==> src/rtl/fetch_decode_pipe_reg.sv <==
// Fetch->Decode pipeline register: main entry plus one skid entry, valid/ready handshake, stall and flush.
// Optional perf counters (StallCnt/FlushCnt) are built only when FD_PERF_CNT_EN is defined.
module fetch_decode_pipe_reg #(
  parameter int DATA_WIDTH = 32,
  parameter int ADDR_WIDTH = 32,
  parameter logic [DATA_WIDTH-1:0] NOP_INSTR = DATA_WIDTH'(32'h00000013),
  parameter int CNT_WIDTH = 16
) (
  input  logic                  clk,
  input  logic                  rst,
  input  logic                  ValidF,
  output logic                  ReadyF,
  input  logic [DATA_WIDTH-1:0] RD,
  input  logic [ADDR_WIDTH-1:0] PCF,
  input  logic [ADDR_WIDTH-1:0] PC_PlusF,
  input  logic                  StallD,
  input  logic                  FlushD,
  output logic                  ValidD,
  output logic [DATA_WIDTH-1:0] InstrD,
  output logic [ADDR_WIDTH-1:0] PCD,
  output logic [ADDR_WIDTH-1:0] PC_PlusD
`ifdef FD_PERF_CNT_EN
  ,
  output logic [CNT_WIDTH-1:0]  StallCnt,
  output logic [CNT_WIDTH-1:0]  FlushCnt
`endif
);

  // Handshake: a transfer happens on a rising edge where valid && ready are both high.
  // F side: in = ValidF && ReadyF. D side: out = ValidD && !StallD. ReadyF depends only on state.
  typedef enum logic [1:0] {
    EMPTY = 2'd0,
    FULL  = 2'd1,
    SKID  = 2'd2
  } state_t;

  state_t state, state_nxt;

  logic [DATA_WIDTH-1:0] main_instr, skid_instr;
  logic [ADDR_WIDTH-1:0] main_pc, skid_pc;
  logic [ADDR_WIDTH-1:0] main_pcp, skid_pcp;

  logic in_xfer, out_xfer;
  logic load_main_f, load_main_skid, load_skid;

  assign in_xfer  = ValidF && ReadyF;
  assign out_xfer = ValidD && !StallD;

  always_ff @(posedge clk or posedge rst) begin
    if (rst) state <= EMPTY;
    else     state <= state_nxt;
  end

  always_comb begin
    state_nxt = state;
    if (FlushD) begin
      state_nxt = EMPTY;
    end else begin
      case (state)
        EMPTY:   if (in_xfer) state_nxt = FULL;
        FULL: begin
          if (in_xfer && !out_xfer)      state_nxt = SKID;
          else if (!in_xfer && out_xfer) state_nxt = EMPTY;
        end
        SKID:    if (out_xfer) state_nxt = FULL;
        default: state_nxt = EMPTY;
      endcase
    end
  end

  always_comb begin
    ValidD         = (state != EMPTY);
    ReadyF         = (state != SKID);
    load_main_f    = 1'b0;
    load_main_skid = 1'b0;
    load_skid      = 1'b0;
    if (!FlushD) begin
      case (state)
        EMPTY:   load_main_f = in_xfer;
        FULL: begin
          load_main_f = in_xfer && out_xfer;
          load_skid   = in_xfer && !out_xfer;
        end
        SKID:    load_main_skid = out_xfer;
        default: ;
      endcase
    end
  end

  // Main entry keeps its pc fields after draining so PCD/PC_PlusD hold their last values.
  always_ff @(posedge clk or posedge rst) begin
    if (rst) begin
      main_instr <= NOP_INSTR;
      main_pc    <= '0;
      main_pcp   <= '0;
    end else if (load_main_f) begin
      main_instr <= RD;
      main_pc    <= PCF;
      main_pcp   <= PC_PlusF;
    end else if (load_main_skid) begin
      main_instr <= skid_instr;
      main_pc    <= skid_pc;
      main_pcp   <= skid_pcp;
    end
  end

  always_ff @(posedge clk or posedge rst) begin
    if (rst) begin
      skid_instr <= '0;
      skid_pc    <= '0;
      skid_pcp   <= '0;
    end else if (load_skid) begin
      skid_instr <= RD;
      skid_pc    <= PCF;
      skid_pcp   <= PC_PlusF;
    end
  end

  assign InstrD   = ValidD ? main_instr : NOP_INSTR;
  assign PCD      = main_pc;
  assign PC_PlusD = main_pcp;

`ifdef FD_PERF_CNT_EN
  // Saturating counters: hold at all-ones instead of wrapping.
  always_ff @(posedge clk or posedge rst) begin
    if (rst) begin
      StallCnt <= '0;
      FlushCnt <= '0;
    end else begin
      if (ValidD && StallD && !(&StallCnt)) StallCnt <= StallCnt + CNT_WIDTH'(1);
      if (FlushD && !(&FlushCnt))           FlushCnt <= FlushCnt + CNT_WIDTH'(1);
    end
  end
`endif

endmodule

==> config.mk <==
export PLATFORM = sky130hd
export DESIGN_NAME = fetch_decode_pipe_reg
export DESIGN_NICKNAME = d
export VERILOG_FILES = /design/src/rtl/fetch_decode_pipe_reg.sv
export SDC_FILE = /design/constraint.sdc
export NUM_CORES = 1
export LEC_CHECK = 0
export ABC_AREA = 1
export BUFFER_PORTS_ARGS = -buffer_cell sky130_fd_sc_hd__buf_2
export CORE_AREA = 2 2 172 174
export DETAILED_ROUTE_END_ITERATION = 16
export DIE_AREA = 0 0 174 176
export GPL_ROUTABILITY_DRIVEN = 0
export GPL_TIMING_DRIVEN = 0
export MAX_ROUTING_LAYER = met4
export PLACE_DENSITY = 0.48
export SYNTH_ARGS = -nofsm -noshare
export SYNTH_HDL_FRONTEND = slang
export SYNTH_SLANG_ARGS = --single-unit
==> constraint.sdc <==
create_clock -name clk -period 12.5 [get_ports clk]
set_input_delay 1.25 -clock clk [delete_from_list [all_inputs] [get_ports clk]]
set_output_delay 1.25 -clock clk [all_outputs]
set_load 0.05 [all_outputs]
==> metrics.txt, run 1 <==
Final Total Pwr=2324 uW; Cell variety after synth=26; post-synth top area cell=dfrtp_1; critical path capture point type=output port; Setup Viol. Count Final=0; status=finished clean; crit path launch type=flip-flop; CTS tree=done; final wirelength=between 20 and 25 mm; P_leak=0.005518 uW; DPL Wire Length=16.79 mm; Reg clk slew, reported paths=approximately 0.08 ns; placed cells=1,482; first-pass GRT wire length=38.83 mm; htree depth=4; max-slew violation count=0; commonest non-fill, non-tap cells in the layout=223 x buf_2, 194 x inv_1, 191 x dfrtp_1; fin crit share=25.90%; YS warnings=0; PostCTS Resize Cnt=0; clock latency on the worst-skew pair=0.43 ns; clk buf depth=2; vias in the first global route=6,994; mean area per synthesized cell=9.514 um^2; Num CTS Buffers=17; critical path arrival=1.99 ns; Die H=176 um; Min-Delay Path Class=reg -> reg; commonest non-fill, non-tap cell in the layout=buf_2; Core ar.=around 0.029 mm^2; routed vias/inst=between 4 and 5; Mapped Cells=roughly 900; Sink Count=just under 200; top cells by area, synth=dfrtp_1 56%, inv_1 8.6%, nand2_1 7.5%; Max-cap violations=0; CP max FO=10; NumNets Final=about 1,200; share of cells above drive strength 1=between 20% and 30%; DRT iter0 DRCs=between 300 and 400; Net Count, Synth=around 1,000; register area share after synthesis=roughly 57%; Layout area overhead=24.31%; Cell Area, Synth=0.008553 mm^2; min cycle time layout=3.238 ns; share of the synthesized area in the top cell type=55.88%; Final Skew=~0.012 ns; IO Pins=between 150 and 200; register bit total from synthesis=194; setup repair after global routing missed its margin=false; Starting Density=29.96%; kind of critical path=reg -> out; Avg WL per Cell=15.82 um; Total Neg Setup Slack=0 ns; maximum clock rate=308.8 MHz; Setup Fix Bufs, Post-CTS=0; relative slew slack=52.61%; Vias=6,882; Cell Pwr Density=218.6 mW/mm^2; Port Buf Inserts=~200; worst hold margin=roughly 0.48 ns; Layout Utilization=~37%; ANT nets after route=0; std cell rows=just over 60; largest net degree at the start of global routing=~120; Layout Cells excl Fill=1,519; Final Hold Vio Count=0; die area=around 0.03 mm^2; hold buffers post-CTS=0; drt first pass iters=5; total track usage=about 17%; maximum vdd drop=0.08119 mV; CTS Root Cell=clkbuf_16; Residual DRC=0; Worst EP required=approximately 11 ns; grt ovf=0; initial antenna violation count=5; Slew @ Worst Pin=around 0.71 ns; chip width=between 150 and 200 um
layer usage:
| layer | global-route usage (%) | wire (um) | up-vias |
|---|---|---|---|
| li1 | - | - | 3380 |
| met1 | 22.77 | 11640 | 3302 |
| met2 | 24.95 | 10840 | 183 |
| met3 | 3.467 | 1254 | 17 |
| met4 | 4.482 | 301 | 0 |
| met5 | - | 0 | - |
where the power goes:
group / internal [uW] / switching [uW] / leakage, uW / total [uW]
sequential: 864 / 115 / 0.00241 / 979
combinational: 239 / 569 / 0.00284 / 807
clock: 270 / 268 / 0.000273 / 538
path summary, 6_finish.rpt:
| kind | startpoint | to | slack (ns) | cells past startpoint |
|---|---|---|---|---|
| min in group asynchronous | rst | PC_PlusD[17] | 0.87 | 2 |
| max in group asynchronous | rst | skid_instr[4] | 10.62 | 3 |
| worst min register to register | PC_PlusD[0] | PC_PlusD[0] | 0.48 | 2 |
| worst max register to register | state[1] | PC_PlusD[14] | 10.65 | 6 |
| worst min-delay path | PC_PlusD[0] | PC_PlusD[0] | 0.48 | 2 |
| worst max-delay path | state[0] | InstrD[0] | 9.26 | 6 |
layout make-up:
type	count	area, um^2
clock buffer	20	446.7
timing repair buffer	199	1018
tap	384	480.5
sequential	194	4858
inverter	198	750.7
multi-input combinational	446	2597
antenna	5	12.51
clock inverter	12	113.9
fill	3035	17910
buffer	61	354.1
critical path, cell delays in order, from the launching register on:
cell     delay [ns]
dfrtp_1        0.36
buf_4          0.17
nor2_4         0.19
buf_1          0.41
inv_1          0.10
nand2_1        0.07
buf_2          0.25
synth_stat cells, drive strengths merged:
cell type and number:
o211ai 1, o21ai 105, o31ai 1, nand4 29
nor2 35, inv 198, nand2 174, dfstp 3
a21oi 1, clkbuf 20, dfrtp 191, buf 41
nand3 6, o221ai 92, or2 2
kinds of logic (layout without fill, tap and decap cells):
group / after synthesis / after routing / synth area share, %
buf+inv: 259 / 490 / 12.83
compound gates: 200 / 200 / 18.14
simple gates: 246 / 246 / 12.23
other cells: 0 / 5 / 0
flops: 194 / 194 / 56.80
through the flow:
stage	instance area (um^2)	worst slack (ns)
after floorplan	8553	5.971
after global placement	10020	3.174
after detailed placement	10060	9.680
after CTS	10620	9.202
after global routing	10630	9.077
final	10630	9.262
sequential cells by signal (all words and copies together) (netlist names):
register	flops
skid_pc	32
PCD	32
skid_instr	32
PC_PlusD	32
skid_pcp	32
main_instr	32
state	2
Note: power is estimated with default switching activity, not from simulation.
==> run 2: changes to the inputs <==
Settings changed: ABC_AREA 1 to 0, CORE_AREA 2 2 172 174 to 2 2 168 170, DIE_AREA 0 0 174 176 to 0 0 170 172, PLACE_DENSITY 0.48 to 0.49.
Clock period 12.5 ns to 3.4 ns, I/O delays scaled along.
==> metrics.txt, run 2 <==
post-synth top area cell=dfrtp_1; top cells by area, synth=dfrtp_1 59%, a221o_1 11%, mux2_2 8.0%; Compound-Gate Fraction of Synth Area=11.91% (-6.2 points); Avg WL per Cell=18.28 um (+16%); crit path cell chain=nor2_1 > clkbuf_1 > or2_2 > buf_2; Min-Delay Path Class=in -> async; crit-path max cell delay=0.55 ns (+0.14 ns); setup repair after global routing missed its margin=false; final setup margin=0.5718 ns (-8.690 ns); final instance area=0.01025 mm^2 (-3.6%); crit path launch type=flip-flop; Cell Area, Synth=0.008144 mm^2 (-4.8%); Cell variety after synth=26 (unchanged); relative slew slack=50.51% (-2.1 points); critical path arrival=2.49 ns (+0.50 ns); most common cell in the netlist=dfrtp_1; Slew @ Worst Pin=0.7408 ns (+0.02994 ns); initial antenna violation count=3 (-2); Sink Count=194 (unchanged); DRT iter0 DRCs=306 (-23%); Total Neg Setup Slack=0 ns (unchanged); htree depth=4 (unchanged); min cycle time layout=~2.8 ns; clk buf depth=2 (unchanged); Cell Pwr Density=652.0 mW/mm^2 (+200%); placed cells=1,130 (-24%); Post-synth top flop=dfrtp_1; drt first pass iters=5 (unchanged); die area=0.02924 mm^2 (-4.5%); max-slew violation count=0 (unchanged); Setup Fix Bufs, Post-CTS=0 (unchanged); pre-CTS setup slack=0.9967 ns (-8.683 ns); Residual DRC=0 (unchanged); maximum vdd drop=0.2570 mV (+220%); PostCTS Resize Cnt=0 (unchanged); share of cells above drive strength 1=41.67% (+13 points); first-pass GRT wire length=33.18 mm (-15%); adder-cell share of the synthesized area=0% (unchanged); final wirelength=21.30 mm (-11%); fillers=2,693 (-11%); Final Total Pwr=6681 uW (+190%); met3 usage=4.395% (+0.93 points); Most Crowded Layer GR=met2; Mapped Cells=581 (-35%); Setup Viol. Count Final=0 (unchanged); commonest non-fill, non-tap cell in the layout=buf_2; kind of critical path=reg -> out; mean area per synthesized cell=14.02 um^2 (+47%); maximum clock rate=353.6 MHz; combinational family with the most area after synthesis=multiplexers; YS warnings=0 (unchanged); ANT nets after route=0 (unchanged); total track usage=15.28% (-1.3 points); grt met1 use=21.25% (-1.5 points); NumNets Final=904 (-26%); vias in the first global route=5,604 (-20%); EDFF count, synth=0 (unchanged); mux contribution to synthesized area=13.92% (+14 points); std cell rows=61 (-1.6%); Final Hold Vio Count=0 (unchanged); Core ar.=0.02748 mm^2 (-3.8%); CP max-delay cell=clkbuf_1; chip width=170 um (-2.3%); Starting Density=29.64% (-0.32 points); CP max FO=10 (unchanged); met2 usage=21.83% (-3.1 points); register area share after synthesis=59.66% (+2.9 points); Cell Area, Placed=0.009672 mm^2 (-3.9%); register bit total from synthesis=194 (unchanged); Die H=172 um (-2.3%); Worst EP required=3.06 ns (-8.19 ns); Reg clk slew, reported paths=0.08 ns (about the same); DPL Wire Length=14.98 mm (-11%); largest net degree at the start of global routing=38 (-68%); Net Count, Synth=682 (-32%); hold buffers post-CTS=0 (unchanged); commonest non-fill, non-tap cells in the layout=222 x buf_2, 191 x dfrtp_1, 93 x and2_1; xor/xnor share of the synthesized area=0% (unchanged); fin crit share=83.18%; CTS Root Cell=clkbuf_16; IO Pins=199 (unchanged); Layout Cells excl Fill=1,165 (-23%); Vias=5,487 (-20%); grt ovf=0 (unchanged); Layout area overhead=25.83%; status=finished clean; CTS tree=done; share of the synthesized area in the top cell type=58.69% (+2.8 points); Final Skew=0.009079 ns (-0.002823 ns); asr flop ratio synth=100.0% (unchanged); clock latency on the worst-skew pair=0.42 ns (about the same); Synth top cells by count=191 x dfrtp_1, 93 x and2_1, 92 x a221o_1, 58 x mux2_2, 40 x mux2_1; critical path capture point type=output port; P_leak=0.004850 uW (-12%); Num CTS Buffers=17 (unchanged); simple logic cell fraction of the synthesized area=11.11% (-1.1 points); routed vias/inst=4.710 (+4.0%); Port Buf Inserts=198 (unchanged); Max-cap violations=0 (unchanged)
==> run 2: power by group <==
| group | internal (uW) | switching (uW) |
|---|---|---|
| Clock | 1050 | 955 |
| Combinational | 596 | 1000 |
| Sequential | 2840 | 240 |
| Total | 4480 | 2200 |
==> run 2: cell families (layout without fill, tap and decap cells) <==
logic type	count (synthesis)	in the layout
compound gates	100	100
buf+inv	46	281
flops	194	194
mux	101	101
other cells	0	3
simple gates	140	140
==> run 2: final timing paths <==
check                            endpoint  cells after the start            from  slack [ns]
max                             InstrD[4]                      4        state[0]        0.57
min                            skid_pc[4]                      2             rst        0.03
max reg2reg                main_instr[27]                      4        state[0]        1.12
min reg2reg                skid_instr[30]                      1  skid_instr[30]        0.48
max in group asynchronous   main_instr[0]                      5             rst        2.19
min in group clk           skid_instr[10]                      2          RD[10]        0.15
==> run 2: per-layer routing <==
layer	vias to the layer above	routed length [um]
met5	-	0
met4	0	186
met3	12	1294
met2	138	9389
met1	2750	10430
li1	2587	-
==> run 2: layout make-up <==
| cell class | count | area (um^2) | area share, % |
|---|---|---|---|
| plain buffers | 44 | 270.3 | 2.637 |
| diodes | 3 | 7.507 | 0.07326 |
| flip-flops and latches | 194 | 4858 | 47.41 |
| multi-input cells | 341 | 3008 | 29.35 |
| inverters | 2 | 11.26 | 0.1099 |
| clock inverters | 13 | 125.1 | 1.221 |
| repair buffers | 203 | 1091 | 10.65 |
| clock buffers | 19 | 442.9 | 4.322 |
| well taps | 346 | 432.9 | 4.225 |
==> run 2: through the flow <==
stage / util [%] / hold WS (ns)
CTS: 37.27 / 0.04039
global route: 37.30 / 0.07374
global placement: 34.84 / 0.4579
floorplan: - / 0.4489
detailed placement: 35.20 / 0.4665
finish: 37.30 / 0.02902
==> run 2: critical path, delay by kind of cell (launching register included) <==
| kind | cells | cell delay (ns) |
|---|---|---|
| and+or+nand+nor | 2 | 0.76 |
| DFF | 1 | 0.49 |
| buffers and inverters | 2 | 0.81 |
